<file path="config.mk">
export PLATFORM = sky130hd
export DESIGN_NAME = branch_feedback_queue
export DESIGN_NICKNAME = d
export VERILOG_FILES = /design/src/rtl/mips_core_pkg.sv /design/src/rtl/bfq_storage.sv /design/src/rtl/branch_feedback_queue.sv
export SDC_FILE = /design/constraint.sdc
export NUM_CORES = 1
export LEC_CHECK = 0
export ABC_AREA = 1
export ABC_CLOCK_PERIOD_IN_PS = 4800
export CAP_MARGIN = 5
export CORE_UTILIZATION = 49
export CTS_CLUSTER_DIAMETER = 80
export CTS_CLUSTER_SIZE = 10
export DETAILED_ROUTE_END_ITERATION = 8
export PLACE_DENSITY_LB_ADDON = 0.08
export SETUP_SLACK_MARGIN = 0.2
export SLEW_MARGIN = 20
export SYNTH_ARGS = -nofsm -noshare
export SYNTH_HDL_FRONTEND = slang
export SYNTH_SLANG_ARGS = --single-unit
</file>
<file path="constraint.sdc">
create_clock -name clk -period 4.8 [get_ports clk]
set_input_delay 0.48 -clock clk [delete_from_list [all_inputs] [get_ports clk]]
set_output_delay 0.48 -clock clk [all_outputs]
set_load 0.01 [all_outputs]
</file>
<file path="src/rtl/mips_core_pkg.sv">
// Shared MIPS core types: branch direction, branch-queue entry layout,
// and the delay-slot fall-through offset used for mispredict redirects.
`ifndef ADDR_WIDTH
`define ADDR_WIDTH 32
`endif

package mips_core_pkg;

    localparam int BFQ_ADDR_W = `ADDR_WIDTH;

    // Branch PC plus delay slot gives the not-taken fall-through address.
    localparam int DELAY_SLOT_OFFSET = 8;

    typedef enum logic {
        NOT_TAKEN = 1'b0,
        TAKEN     = 1'b1
    } BranchOutcome;

    typedef struct packed {
        logic [BFQ_ADDR_W-1:0] pc;
        logic [BFQ_ADDR_W-1:0] target;
        BranchOutcome          dir;
    } bfq_entry_t;

endpackage

</file>
<file path="src/rtl/bfq_storage.sv">
// Entry array for the branch feedback queue: one write port, one
// combinational read port. Ports: clk, i_we/i_waddr/i_wdata, i_raddr/o_rdata.
module bfq_storage
    import mips_core_pkg::*;
#(
    parameter int DEPTH = 8
) (
    input  logic                     clk,
    input  logic                     i_we,
    input  logic [$clog2(DEPTH)-1:0] i_waddr,
    input  bfq_entry_t               i_wdata,
    input  logic [$clog2(DEPTH)-1:0] i_raddr,
    output bfq_entry_t               o_rdata
);

    // Contents are don't-care after reset; validity lives in the count.
    bfq_entry_t r_mem [DEPTH];

    always_ff @(posedge clk) begin
        if (i_we) begin
            r_mem[i_waddr] <= i_wdata;
        end
    end

    assign o_rdata = r_mem[i_raddr];

endmodule

</file>
<file path="src/rtl/branch_feedback_queue.sv">
// In-order queue of in-flight branches pairing fetch predictions with EX
// resolution; drives predictor feedback and mispredict redirect.
// Ports: clk, rst (sync, active-high); i_pred_* enqueue, o_full;
// i_res_* resolve head; i_flush clears queue; o_fb_* registered feedback;
// o_redirect_* registered redirect; o_count occupancy.
// Optional macro BFQ_STATS_EN adds o_stat_resolved / o_stat_mispredict.
module branch_feedback_queue
    import mips_core_pkg::*;
#(
    parameter int DEPTH  = 8,
    parameter int ADDR_W = `ADDR_WIDTH
) (
    input  logic                   clk,
    input  logic                   rst,
    input  logic                   i_pred_valid,
    input  logic [ADDR_W-1:0]      i_pred_pc,
    input  logic [ADDR_W-1:0]      i_pred_target,
    input  BranchOutcome           i_pred_dir,
    output logic                   o_full,
    input  logic                   i_res_valid,
    input  BranchOutcome           i_res_outcome,
    input  logic                   i_flush,
    output logic                   o_fb_valid,
    output logic [ADDR_W-1:0]      o_fb_pc,
    output BranchOutcome           o_fb_prediction,
    output BranchOutcome           o_fb_outcome,
    output logic                   o_redirect_valid,
    output logic [ADDR_W-1:0]      o_redirect_pc,
    output logic [$clog2(DEPTH):0] o_count
`ifdef BFQ_STATS_EN
    ,
    output logic [31:0]            o_stat_resolved,
    output logic [31:0]            o_stat_mispredict
`endif
);

    localparam int PTR_W = $clog2(DEPTH);
    localparam int CNT_W = PTR_W + 1;

    logic [PTR_W-1:0] r_head;
    logic [PTR_W-1:0] r_tail;
    logic [CNT_W-1:0] r_count;

    logic [PTR_W-1:0] w_head_nxt;
    logic [PTR_W-1:0] w_tail_nxt;
    logic [CNT_W-1:0] w_count_nxt;
    logic [PTR_W-1:0] w_head_inc;

    logic             w_empty;
    logic             w_full;
    logic             w_pop;
    logic             w_push;
    logic             w_mispred;
    logic [ADDR_W-1:0] w_head_pc;
    logic [ADDR_W-1:0] w_head_tgt;
    logic [ADDR_W-1:0] w_redir_pc;

    bfq_entry_t       w_wr_entry;
    bfq_entry_t       w_rd_entry;

    assign w_empty = (r_count == '0);
    assign w_full  = (r_count == CNT_W'(DEPTH));
    assign o_full  = w_full;
    assign o_count = r_count;

    // A flush cancels both resolve and enqueue for this cycle.
    assign w_pop     = i_res_valid && !w_empty && !i_flush;
    assign w_mispred = w_pop && (w_rd_entry.dir != i_res_outcome);
    // Enqueue is blocked by full, flush and a mispredict squash
    // (the new entry would be on the wrong path).
    assign w_push    = i_pred_valid && !w_full && !i_flush && !w_mispred;

    assign w_head_inc = r_head + PTR_W'(1);

    assign w_wr_entry.pc     = BFQ_ADDR_W'(i_pred_pc);
    assign w_wr_entry.target = BFQ_ADDR_W'(i_pred_target);
    assign w_wr_entry.dir    = i_pred_dir;

    assign w_head_pc  = ADDR_W'(w_rd_entry.pc);
    assign w_head_tgt = ADDR_W'(w_rd_entry.target);
    assign w_redir_pc = (i_res_outcome == TAKEN)
                      ? w_head_tgt
                      : w_head_pc + ADDR_W'(DELAY_SLOT_OFFSET);

    bfq_storage #(
        .DEPTH (DEPTH)
    ) u_storage (
        .clk     (clk),
        .i_we    (w_push),
        .i_waddr (r_tail),
        .i_wdata (w_wr_entry),
        .i_raddr (r_head),
        .o_rdata (w_rd_entry)
    );

    always_comb begin
        w_head_nxt  = r_head;
        w_tail_nxt  = r_tail;
        w_count_nxt = r_count;
        if (i_flush) begin
            w_tail_nxt  = r_head;
            w_count_nxt = '0;
        end else if (w_mispred) begin
            // Popped head is gone, everything younger is wrong-path.
            w_head_nxt  = w_head_inc;
            w_tail_nxt  = w_head_inc;
            w_count_nxt = '0;
        end else begin
            if (w_pop) begin
                w_head_nxt = w_head_inc;
            end
            if (w_push) begin
                w_tail_nxt = r_tail + PTR_W'(1);
            end
            w_count_nxt = r_count + CNT_W'(w_push) - CNT_W'(w_pop);
        end
    end

    always_ff @(posedge clk) begin
        if (rst) begin
            r_head  <= '0;
            r_tail  <= '0;
            r_count <= '0;
        end else begin
            r_head  <= w_head_nxt;
            r_tail  <= w_tail_nxt;
            r_count <= w_count_nxt;
        end
    end

    always_ff @(posedge clk) begin
        if (rst) begin
            o_fb_valid       <= 1'b0;
            o_fb_pc          <= '0;
            o_fb_prediction  <= NOT_TAKEN;
            o_fb_outcome     <= NOT_TAKEN;
            o_redirect_valid <= 1'b0;
            o_redirect_pc    <= '0;
        end else begin
            o_fb_valid       <= w_pop;
            o_redirect_valid <= w_mispred;
            if (w_pop) begin
                o_fb_pc         <= w_head_pc;
                o_fb_prediction <= w_rd_entry.dir;
                o_fb_outcome    <= i_res_outcome;
            end
            if (w_mispred) begin
                o_redirect_pc <= w_redir_pc;
            end
        end
    end

`ifdef BFQ_STATS_EN
    logic [31:0] r_stat_resolved;
    logic [31:0] r_stat_mispredict;

    always_ff @(posedge clk) begin
        if (rst) begin
            r_stat_resolved   <= '0;
            r_stat_mispredict <= '0;
        end else begin
            if (w_pop && (r_stat_resolved != '1)) begin
                r_stat_resolved <= r_stat_resolved + 32'd1;
            end
            if (w_mispred && (r_stat_mispredict != '1)) begin
                r_stat_mispredict <= r_stat_mispredict + 32'd1;
            end
        end
    end

    assign o_stat_resolved   = r_stat_resolved;
    assign o_stat_mispredict = r_stat_mispredict;
`endif

endmodule
</file>
# Word-level counts from Yosys, hierarchy flattened
# Memory sizes are Yosys's and may differ from the RTL's. A register that Yosys moved wholly into a read port is not among the register bits.
# Cells that the tools add are included.
[op_classes] addsub=5 n_eq_ne=2 n_mux=10 bitwise=1 n_reduce_logical=15
[ops] cell="$add A32 B4 Y32 const B" n=1
[ops] cell="$mux W32" n=1
[ops] cell="$mux W3" n=7
[ops] cell="$add A3 B1 Y3 const B" n=2
[ops] cell="$logic_and A1 B1 Y1" n=6
[ops] cell="$add A4 B1 Y4" n=1
[ops] cell="$eq A4 B4 Y1 const B" n=1
[ops] cell="$logic_not A1 Y1" n=4
[ops] cell="$logic_not A4 Y1" n=1
[ops] cell="$sub A4 B1 Y4" n=1
[ops] cell="$reduce_bool A3 Y1" n=1
[ops] cell="$reduce_or A3 Y1" n=1
[ops] cell="$mux W1" n=2
[ops] cell="$reduce_and A2 Y1" n=1
[ops] cell="$reduce_bool A2 Y1" n=1
[ops] cell="$ne A1 B1 Y1" n=1
[ops] cell="$not A1 Y1" n=1
[totals] register_bits=78 ram_bits=520 out_inout_bits=73 word_cells=43 mem_count=1
[memory_table] memory="u_storage.r_mem" depth=8 word_bits=65 read_ports=1 rd_clocked_by_memory_dff=1 wr=1 line="bfq_storage.sv:17" source="bfq_entry_t r_mem [DEPTH];"

# Longest topological paths before layout
[logic_depth] ltp_word=10 depth_mapped=19

# Modules after synthesis
# From an unflattened synthesis, not the netlist that was laid out.
[hier_totals] cells_unflattened=2849 area_unflattened_um2=26610.5
[modules_own_cells] module="bfq_storage" n_inst=1 cells_each=2265 area_per_inst_um2=22658.0 seq_area_each_um2=15615.0
[modules_own_cells] module="branch_feedback_queue" n_inst=1 cells_each=584 area_per_inst_um2=3952.5 seq_area_each_um2=1561.5

# Least setup slack after synthesis
# OpenSTA, ideal clock, no wires.
[synth_path] path_type="reg2reg" from="register with a tool-made name" to="memory u_storage.r_mem[1][0] (netlist name) (enable)" arrival_ns=4.159 required_time_ns=4.312 path_slack_ns=0.152 stages_incl_launch_ff=15 period_less_slack_ns=4.648 path_cell_list="dfxtp_1 > buf_6 > inv_6 > buf_4 > o21ai_1 > nand3_1 > nand2_1 > nand2_1 > nand2_1 > nand2_1 > inv_1 > nand2_1 > inv_1 > nand2_1 > nor2_1"
[synth_lines] element="to (decl)" line="bfq_storage.sv:17"

==> impl_metrics.ini <==
[clock_network]
cts_max_level = 3
clk-insertion-delay-late_ps = 590
clk_path_buf_depth = 3
post_cts_buffers = 0
path_clk_slew_ps = 50
ctsHoldBuffers = 0
cts_root_buffer = clkbuf_16
clock-sinks = 601
cts_resized = 0
cts_tree = built
numCtsBuffers = 70

[logic_synthesis]
synth_fa_ha_area_share_pct = 0.527
syn-num-nets = 2425
syn-instance-count = 2344
netlist_area_um2 = 25200
synth_compound_area_share_pct = 9.12
synthXorXnorAreaFrac_pct = 0.174
yosys.area_share.simple_pct = 15.2
synth.distinct_cells = 36
ys_warn_count = 0
synth_seq_area_share_pct = 68.5
synth_top_family_by_area = simple AND/OR/NAND/NOR gates
avgSynthCellArea_um2 = 10.7
yosys_register_bits = 601
synthMuxAreaShare_pct = 0.0398

[sta]
skew_ps = 25.7
tightestPinTransition_ps = 964
slew_violations = 0
setup_violations = 0
fin_crit_ps = 3450
fmax_mhz = 290
slew_headroom_pct = 35.7
grt_setup_unrepaired = no
hold_violations = 0
fin_crit_sh_pct = 71.9
fin_hold_ws_ps = 498
setup_tns_ps = 0

[worst_setup_path]
critPathCaptureType = flip-flop
r2r-end = u_storage.r_mem[1][42]$_DFFE_PP_
start_kind = flip-flop
path_cells = buf_4, nor2_1, o21ai_0, nand3_1, nand2_1, nand2_1, nand2_1, nand2_1, inv_1, nand2_1, inv_1, nand2_1, nor2_4, buf_4
r2r_slack_ps = 1350
cp-endpoint = u_storage.r_mem[1][42]$_DFFE_PP_
slowest_delay_ps = 600
worstPathArrival_ps = 3660
path_common_cell = nand2_1
worstSetupPathType = reg -> reg
required_ps = 5000
reg2regPathDepth = 14
cp_slowest_cell = dfxtp_4
worstPathMaxFanout = 40

[die]
start_util_pct = 49.9
core_um2 = 50400
die_h_um = 229
die-area_um2 = 52300
num_rows = 82
die_w_um = 229
ioPinCount = 144

[global_route]
antenna_found_initial = 1
busiest_layer = met2
grt_max_degree = 114
grt_pass1_wl_um = 99500
first_global_vias = 16500
grtUsageTotal_pct = 25.1
met3_usage_pct = 3.49
use_met1_pct = 35.5
grt_use_met2_pct = 40.4
grt_overflow = 0

[finish]
final_cells = 3183
fin_nets = 2542
final_cell_area_um2 = 29200
diodes = 0
syn_to_final_growth_pct = 16.2
final_common_cell = edfxtp_1
multi_input_area_um2 = 6350
layout_common_cells = 520 x edfxtp_1, 482 x nand2_1, 246 x inv_1
nFillCells = 4134
drive_gt1_share_pct = 6.49
seq_area_um2 = 17200

[power]
p_per_area_nw_per_um2 = 399
p_leak_uw = 0.0110
ir_drop_mv = 0.274
finalPower_uw = 11700

[place]
dp_cells = 3061
routabilityCongestion = 0.920
hpwl_um = 37500
port_buffers = 143
placed_area_um2 = 27200

[detailed_routing]
routed_wl_um = 65300
ant_nets = 0
avgViaCountPerCell = 5.42
vias = 17300
route.detailed.drc = 0
drtIter0Drc = 1553
wl_per_cell_um = 20.5
dr.pass1.iters = 5

[job]
maxCapViolations = 0

[run_status]
status = completed

[worst_hold_path]
hp-class = reg -> reg
-- power by group --
part / switching [uW] / leakage [uW] / internal (uW)
combinational: 657 / 0.00469 / 290
sequential: 55.8 / 0.00535 / 5790
clock: 1980 / 0.000984 / 2870
total: 2690 / 0.0110 / 8960
-- cells by family (layout without fill, tap and decap cells) --
family | after synthesis | count (layout)
adder cells (fa/ha/maj) | 10 | 10
flip-flops | 601 | 601
buffers and inverters | 382 | 549
multiplexers | 1 | 1
XOR/XNOR | 5 | 5
AO/OA/AOI/OAI | 419 | 419
AND/OR/NAND/NOR | 926 | 926
-- through the flow --
stage	setup WS, ps	util, %
floorplan	152	-
global placement	1370	53.9
detailed placement	1390	53.9
CTS	1350	58.0
global route	1130	58.0
finish	1350	58.0
-- how the worst min path moves through the flow --
stage / startpoint / end / slack (ps) / cells past startpoint
after global routing: o_fb_outcome$_SDFFE_PP0P_ / o_fb_outcome$_SDFFE_PP0P_ / 580 / 2
after global placement: o_fb_outcome$_SDFFE_PP0P_ / o_fb_outcome$_SDFFE_PP0P_ / 480 / 2
after floorplan: r_head[0]$_SDFFE_PP0P_ / flip-flop / 510 / 2
after CTS: o_fb_outcome$_SDFFE_PP0P_ / o_fb_outcome$_SDFFE_PP0P_ / 500 / 2
after detailed placement: o_fb_outcome$_SDFFE_PP0P_ / o_fb_outcome$_SDFFE_PP0P_ / 490 / 2
final: o_fb_outcome$_SDFFE_PP0P_ / o_fb_outcome$_SDFFE_PP0P_ / 500 / 2
-- state kept, by name, indices dropped and copies added, names as in the netlist, named ones only --
register,cells
o_fb_prediction,1
o_fb_pc,32
o_redirect_valid,1
u_storage.r_mem,520
o_fb_valid,1
o_fb_outcome,1
r_tail,3
o_redirect_pc,32
r_head,3
o_count,4
-- cell usage after synthesis --
library cell,n,area share [%]
buf_1,5,0.075
o211ai_1,6,0.18
buf_6,13,0.58
a31oi_1,30,0.75
o21ai_0,239,4.8
a32o_1,2,0.080
nand3b_1,1,0.030
nor2_1,245,3.7
buf_2,49,0.97
buf_4,8,0.24
nand2_1,482,7.2
a21oi_1,71,1.4
nor2_4,7,0.31
edfxtp_1,520,62
inv_1,248,3.7
inv_2,4,0.060
nand2_2,21,0.52
nor3_1,1,0.020
nand3_2,1,0.040
dfxtp_1,81,6.4
or2_2,1,0.025
o22ai_1,30,0.75
ha_1,9,0.45
xnor2_1,3,0.10
clkbuf_1,54,0.81
xor2_1,2,0.070
inv_6,1,0.035
nand4_1,1,0.025
mux2i_1,1,0.040
fa_1,1,0.080
o221ai_1,24,0.84
o21ai_1,14,0.28
nand3_1,160,3.2
nor2_2,6,0.15
a211oi_1,1,0.030
o21bai_1,2,0.060
-- critical path, delay by kind of cell (launching register included) --
kind                   cells  cell delay [ps]
buffers and inverters      4             1260
DFF                        1              600
AOI/OAI and AO/OA          1              100
and+or+nand+nor            9             1050
-- final cells by class --
| cell class | count | area share [%] |
|---|---|---|
| multi-input combinational | 1361 | 21.7 |
| sequential | 601 | 59.0 |
| tap | 672 | 2.88 |
| timing repair buffer | 174 | 6.03 |
| clock buffer | 117 | 6.81 |
| inverter | 253 | 3.28 |
| clock inverter | 5 | 0.270 |
-- layer usage --
layer  vias to the layer above  routed length, um
met1                      8416              29300
met4                         2               1290
met3                        87               3690
li1                       8226                  -
met2                       520              31000
met5                         -                 13
No activity file was read; power rests on OpenSTA's default activity.
